<file path="src/rtl/riscv_pkg.sv">
// Shared definitions for the RISC-V core front end: fetch FSM states,
// the canonical NOP and the major opcodes consumed by Main_decoder.
package riscv_pkg;

    localparam logic [31:0] NOP_INSTR = 32'h0000_0013;

    localparam logic [6:0] OP_LOAD   = 7'b0000011;
    localparam logic [6:0] OP_STORE  = 7'b0100011;
    localparam logic [6:0] OP_RTYPE  = 7'b0110011;
    localparam logic [6:0] OP_BRANCH = 7'b1100011;

    typedef enum logic [1:0] {
        FS_IDLE  = 2'd0,
        FS_FETCH = 2'd1,
        FS_HOLD  = 2'd2,
        FS_HALT  = 2'd3
    } fetch_state_e;

endpackage

</file>
<file path="src/rtl/instr_fetch_pc_next.sv">
// Next-PC datapath: sequential increment, branch-target mux and the
// word-alignment check on taken branch targets.
module pc_next (
    input  logic [31:0] pc,
    input  logic        pc_src,
    input  logic [31:0] pc_target,
    output logic [31:0] pc_plus4,
    output logic [31:0] pc_new,
    output logic        misalign
);

    assign pc_plus4 = pc + 32'd4;
    assign pc_new   = pc_src ? pc_target : pc_plus4;
    // Only a taken branch can produce a misaligned fetch address.
    assign misalign = pc_src & (pc_target[1:0] != 2'b00);

endmodule

</file>
<file path="src/rtl/instr_fetch.sv">
// Instruction fetch stage: holds the PC, requests one word per instruction
// and presents it stable to decode until the downstream stage retires it.
module instr_fetch
    import riscv_pkg::*;
#(
    parameter logic [31:0] RESET_PC = 32'h0000_0000
) (
    input  logic        clk,
    input  logic        reset,
    output logic        IReq,
    output logic [31:0] IAddr,
    input  logic        IValid,
    input  logic [31:0] IRData,
    output logic [31:0] Instr,
    output logic [6:0]  Op,
    output logic        InstrValid,
    output logic [31:0] PC,
    output logic [31:0] PCPlus4,
    input  logic        Advance,
    input  logic        PCSrc,
    input  logic [31:0] PCTarget,
    output logic        MisalignFault
);

    fetch_state_e state_q, state_d;
    logic [31:0]  pc_q, pc_d;
    logic [31:0]  instr_q, instr_d;
    logic         instr_valid_q, instr_valid_d;
    logic         fault_q, fault_d;

    logic [31:0]  pc_plus4;
    logic [31:0]  pc_new;
    logic         misalign;

    pc_next u_pc_next (
        .pc        (pc_q),
        .pc_src    (PCSrc),
        .pc_target (PCTarget),
        .pc_plus4  (pc_plus4),
        .pc_new    (pc_new),
        .misalign  (misalign)
    );

    always_comb begin
        state_d       = state_q;
        pc_d          = pc_q;
        instr_d       = instr_q;
        instr_valid_d = instr_valid_q;
        fault_d       = fault_q;

        unique case (state_q)
            FS_IDLE: state_d = FS_FETCH;
            FS_FETCH: begin
                if (IValid) begin
                    instr_d       = IRData;
                    instr_valid_d = 1'b1;
                    state_d       = FS_HOLD;
                end
            end
            FS_HOLD: begin
                if (Advance && instr_valid_q) begin
                    instr_d       = NOP_INSTR;
                    instr_valid_d = 1'b0;
                    if (misalign) begin
                        fault_d = 1'b1;
                        state_d = FS_HALT;
                    end else begin
                        pc_d    = pc_new;
                        state_d = FS_FETCH;
                    end
                end
            end
            FS_HALT: state_d = FS_HALT;
            default: state_d = FS_IDLE;
        endcase
    end

    always_ff @(posedge clk) begin
        if (reset) begin
            state_q       <= FS_IDLE;
            pc_q          <= RESET_PC;
            instr_q       <= NOP_INSTR;
            instr_valid_q <= 1'b0;
            fault_q       <= 1'b0;
        end else begin
            state_q       <= state_d;
            pc_q          <= pc_d;
            instr_q       <= instr_d;
            instr_valid_q <= instr_valid_d;
            fault_q       <= fault_d;
        end
    end

    // Every output below depends on registered state only.
    assign IReq          = (state_q == FS_FETCH);
    assign IAddr         = pc_q;
    assign PC            = pc_q;
    assign PCPlus4       = pc_plus4;
    assign Instr         = instr_q;
    assign Op            = instr_q[6:0];
    assign InstrValid    = instr_valid_q;
    assign MisalignFault = fault_q;

endmodule

</file>
<file path="config.mk">
export PLATFORM = sky130hd
export DESIGN_NAME = instr_fetch
export DESIGN_NICKNAME = d
export VERILOG_FILES = /design/src/rtl/riscv_pkg.sv /design/src/rtl/instr_fetch_pc_next.sv /design/src/rtl/instr_fetch.sv
export SDC_FILE = /design/constraint.sdc
export NUM_CORES = 1
export LEC_CHECK = 0
export ABC_AREA = 0
export BUFFER_PORTS_ARGS = -buffer_cell sky130_fd_sc_hd__buf_2
export CAP_MARGIN = 20
export CORE_UTILIZATION = 49
export CTS_CLUSTER_SIZE = 10
export DETAILED_ROUTE_END_ITERATION = 8
export PLACE_DENSITY = 0.87
export SLEW_MARGIN = 20
export SYNTH_ARGS = -nofsm -noshare
export SYNTH_HDL_FRONTEND = slang
export SYNTH_HIERARCHICAL = 1
export SYNTH_SLANG_ARGS = --single-unit
</file>
<file path="constraint.sdc">
create_clock -name clk -period 3.4 [get_ports clk]
set_input_delay 0.68 -clock clk [delete_from_list [all_inputs] [get_ports clk]]
set_output_delay 0.68 -clock clk [all_outputs]
set_load 0.02 [all_outputs]
</file>
Word level (Yosys, flattened, before mapping)
Cells that the tools add are included.

word-level totals
  register bits after elaboration = 68
  logic and storage cells = 32

operators by class
  add/subtract/negate cells = 1
  eq/ne operators = 5
  muxes and demuxes = 11
  bitwise logic cells = 2
  reductions and logical operators = 8

operator list
  operator                 count
  $mux W32                 3
  $pmux W32 S2             1
  $add A32 B3 Y32 const B  1
  $reduce_and A3 Y1        3
  $pmux W2 S4              1
  $mux W2                  3
  $eq A2 B2 Y1 const B     2
  $reduce_bool A2 Y1       2
  $eq A2 B1 Y1 const B     1
  $logic_not A2 Y1         1
  $mux W1                  2
  $ne A2 B1 Y1 const B     1
  $ne A2 B2 Y1 const B     1
  $pmux W1 S2              1
  $reduce_and A2 Y1        1
  $and A1 B1 Y1            1
  $logic_and A1 B1 Y1      1
  $not A1 Y1               1

Logic depth before layout (Yosys ltp)
  depth after elaboration = 5
  mapped depth = 9
  depth with buffers taken out = 7

Hierarchy
The synthesis kept the hierarchy.

by module, submodules not included
  module       times used  cells each  area an instance (um^2)  sequential area each (um^2)
  instr_fetch  1           286         2792.7                   1361.3
  pc_next      1           174         1127.3                   0.0

Worst setup path after synthesis
Ideal clock, no wire load.

  path kind = reg-to-output
  from = reg pc_q[2] (netlist: IAddr[2])
  to = out PCPlus4[20]
  arrival = 2.048 ns
  data required time = 2.720 ns
  setup slack = 0.672 ns
  stages on the path, launching flop included = 6
  path buffers = 0
  cell sequence = dfxtp_1 -> ha_1 -> nand3_1 -> or4_1 -> or3_1 -> nand2_1

between the ends
  word-level cells in the longest chain between the ends = 1

ends and longest elaborated chain
  element                 RTL line                   RTL
  start, declared         instr_fetch.sv:26          logic [31:0] pc_q, pc_d;
  start signal, assigned  instr_fetch.sv:87          pc_q <= pc_d;
  $add A32 B3 Y32         instr_fetch_pc_next.sv:12  assign pc_plus4 = pc + 32'd4;
  end, declared           instr_fetch.sv:18          output logic [31:0] PCPlus4,

No other way between the ends.

Worst setup path in the final report
Same ends and word-level chain as after synthesis.

==> impl_summary.md <==
Floorplanning
The core region area is just under 8000 µm². After floorplanning, the core was divided into 32 placement rows. The height of the die is 91.4 µm. The overall die width is 91.4 µm. The starting utilization of the core area is 50.7%. The I/O pin count is 207.

The die footprint is 8360 µm².

GRT
The leftover overflow at the end of global routing is 0. The largest net degree at the start of global routing is 39. The number of global-route vias before repair is 3,486. The first-pass GRT wire length is about 18,000 µm. The total routing usage reported by global routing is 26.0%. The initial antenna violation count is 0.

Pwr
The share of total power consumed by net switching is 25.0%. Of the total power, the clock network draws 43.0%. The share of total power in sequential cells is between 40% and 50%. After layout, the design draws a total of between 0.0015 and 0.002 W.

The power density over the cells is 383 nW/µm². The cell-internal power is 0.00141 W. The net switching power of the design is 0.000471 W. The leakage power figure is 2.38 nW. Across the VDD grid, the largest voltage drop is 306 µV. The combinational power share is between 10% and 20%.

Setup path
The required time of the critical path is 2.72 ns. On the worst path, the slowest cell contributes a delay of 0.60 ns. The launching element of the worst setup path is IAddr[2]$_SDFFE_PP0P_.

The worst setup path is of the flop to primary output kind. The capturing element type of the critical path is a primary output. Among cell families on the critical path, the largest total delay comes from simple AND/OR/NAND/NOR gates. The arrival time of data at the critical path endpoint is approximately 2.6 ns. The largest individual stage delay along the critical path comes from the cell or4_1. Together, buffers and inverters on the worst path number 1. The startpoint of the worst-slack reg-to-reg timing path is IAddr[11]$_SDFFE_PP0P_.

STA classifies the critical path startpoint as a flop. The biggest fanout along the worst timing path is 9. Walking the worst path, the cells encountered are ha_1 > nand3_2 > or4_1 > or3_1 > nand2_1 > buf_2.

Route
In the routed design, unresolved DRC markers number 0. The count of nets left with antenna violations once routing finished came out at 0. The DRC marker count from the first detailed-route iteration is 231. Dividing the detail-routed via count by the number of cells gives 5.61. The pre-antenna-repair detailed-routing pass consisted of 6 iterations. The total length of routed wires is about 11,000 µm.

In the final routed layout, each cell accounts on average for 15.6 µm. The routed layout has 4,022 vias.

Clock tree
The TritonCTS clock tree is done. The H-tree was split into 3 levels. The clock drives 68 sinks. Clock latency on the worst-skew pair, taken at its later pin, is between 0.3 and 0.4 ns. The clock passes through at most 2 buffers. After clock tree synthesis, the clock-pin slew on the worst setup and hold paths is around 0.08 ns.

The number of buffers created by CTS is 9. Clock tree synthesis selected as its root buffer the cell clkbuf_8.

Timing
Across the routed clock network, the largest skew measured is 0.0109 ns. Setup violations remaining at the end of the flow were counted as 0. The worst relative slew slack is 48.7%.

The number of max-slew violations in the final report is 0. The count of endpoints failing hold in the final timing report came to 0. The maximum clock frequency is approximately 0.3 GHz. The share of the clock period used by the worst path is 95.2%.

After layout, the minimum clock period comes to 3.24 ns. The worst setup margin is 0.163 ns. Adding up every negative setup slack in the final design gives 0 ns. Setup repair after global routing left no endpoint under its margin. At the pin with the least slew margin, the transition time is approximately 0.77 ns.

Yosys
The average instance in the mapped netlist occupies ~8.5 µm². By area the synthesized netlist is led by dfxtp_1, buf_4, a22o_1. The register bit count reported by yosys is 68. In the post-synthesis netlist, the cell with the most instances is dfxtp_1.

After technology mapping, the gate count stands at 460. Sorting the synthesized cells by how often they occur yields dfxtp_1, buf_4, a21oi_1. The synthesized netlist occupies a cell area of 3920 µm². The biggest area contributor in the post-synthesis netlist is dfxtp_1.

Synthesis instantiated 44 different standard cells from the library. Yosys printed 6 warnings. The share of Yosys cell area claimed by the top area cell type is about a third. The share of synthesized registers carrying an async set or reset is 0%. The post-synthesis sequential area ratio is 34.7%. Yosys mapped a number of flops with a built-in enable equal to 0. In the synthesized netlist the dominant register cell turns out to be dfxtp_1. The number of nets in the synthesized netlist is 530.

Run
The max-capacitance violation count is 0.

Finish
The growth of design area from synthesis to finish is 25.3%. At the end of the flow, the number of nets in the layout was 680. The layout cell share with drive strength beyond 1 is 41.6%. The number of fill cells in the layout is 715.

The number of antenna cells inserted is 0. Measured on the finished design, the core utilization comes to a little under two thirds.

Outcome
The run finished with clean final reports.

Worst hold path
The worst hold path belongs to the class flop to flop. The hold path startpoint is MisalignFault$_SDFFE_PP0P_.

Place
The placer's final routability congestion estimate is a little under 0.9. Prior to clock tree synthesis, the placed netlist has a worst setup slack of between 0.4 and 0.5 ns. The HPWL after detailed placement is 7970 µm. The count of port buffers added during placement is approximately 210.
kinds of logic after synthesis:
kind of cell | share of synthesized area (%)
adders and majority gates | 0.319
xor gates and xnor gates | 4.02
muxes | 4.88
DFF | 34.7
AOI/OAI and AO/OA | 21.3
buffers and inverters | 13.2
and+or+nand+nor | 21.5
power groups by stage:
stage	clock [W]	combinational [W]	sequential (W)
floorplan	0	0.000131	0.000882
finish	0.000810	0.000231	0.000841
global route	0.000852	0.000251	0.000845
CTS	0.000822	0.000231	0.000841
detailed placement	0	0.000230	0.000859
global placement	0	0.000226	0.000858
worst register-to-register path: stages, from the launching register on:
cell and delay [ns]:
dfxtp_1 0.45, nand3_2 0.20, or4_1 0.72, or4b_1 0.54, a31oi_1 0.19, nand3b_1 0.10
a21oi_1 0.17
what timing repair did:
| action | 4_1_cts | 5_1_grt |
|---|---|---|
| endpoints found under the setup margin | 0 | 3 |
| resized for setup | 0 | 1 |
| hold buffers | 0 | 0 |
| setup buffers | 0 | 0 |
| hold endpoints to repair | 0 | 0 |
metrics by stage:
step / hold WS (ns) / instances / cell area [µm²]
floorplan: 0.533 / 460 / 3920
global placement: 0.451 / 701 / 4670
detailed placement: 0.455 / 701 / 4670
CTS: 0.471 / 717 / 4910
global route: 0.500 / 717 / 4910
finish: 0.466 / 717 / 4910
final timing paths:
check	endpoint	slack [ns]	depth (start not counted)
setup / recovery	PCPlus4[20]	0.16	6
setup reg to reg	IAddr[24]$_SDFFE_PP0P_	0.95	6
hold / removal	MisalignFault$_SDFFE_PP0P_	0.47	2
hold reg to reg	MisalignFault$_SDFFE_PP0P_	0.47	2
registers in the layout, indices dropped and copies added, names as in the netlist:
register       flops
IAddr             32
MisalignFault      1
InstrValid         1
Instr             32
state_q            2
cells in the final DEF, fill, tap and decap left out, types with 2 or more instances in the layout:
master	Yosys	final
nand2_1	26	26
xnor2_1	11	11
o21ai_0	36	36
clkinv_4	0	2
nor2_1	22	21
buf_2	7	206
inv_1	8	8
a22o_1	29	29
a21oi_1	37	37
nand4b_1	2	2
and4_1	3	3
or3_1	2	2
buf_4	41	9
dfxtp_1	68	68
nand3_2	1	2
nand4_1	10	10
nand3b_1	32	32
a31oi_1	10	10
nand3_1	10	9
a221o_1	4	4
nor4_1	8	8
clkbuf_8	0	9
and3_1	4	4
xor2_1	7	7
nor2b_1	8	8
o31ai_1	6	6
mux2_2	17	17
bufinv_16	0	3
or4_1	6	6
nor3_1	3	3
layout make-up:
class | instances | area, µm² | share of cell area [%]
flip-flops and latches | 68 | 1360 | 27.7
clock inverters | 6 | 113 | 2.29
clock buffers | 10 | 128 | 2.60
inverters | 9 | 33.8 | 0.688
multi-input cells | 307 | 2050 | 41.8
repair buffers | 215 | 1100 | 22.4
well taps | 102 | 128 | 2.60
metal layers:
layer	vias up	share of wire, %	track usage, %
met5	-	0	0
met4	0	1.8	9.52
met3	22	6.4	3.60
met2	204	49	42.1
met1	1856	43	35.1
li1	1940	-	-
Note: power is estimated with default switching activity, not from simulation.
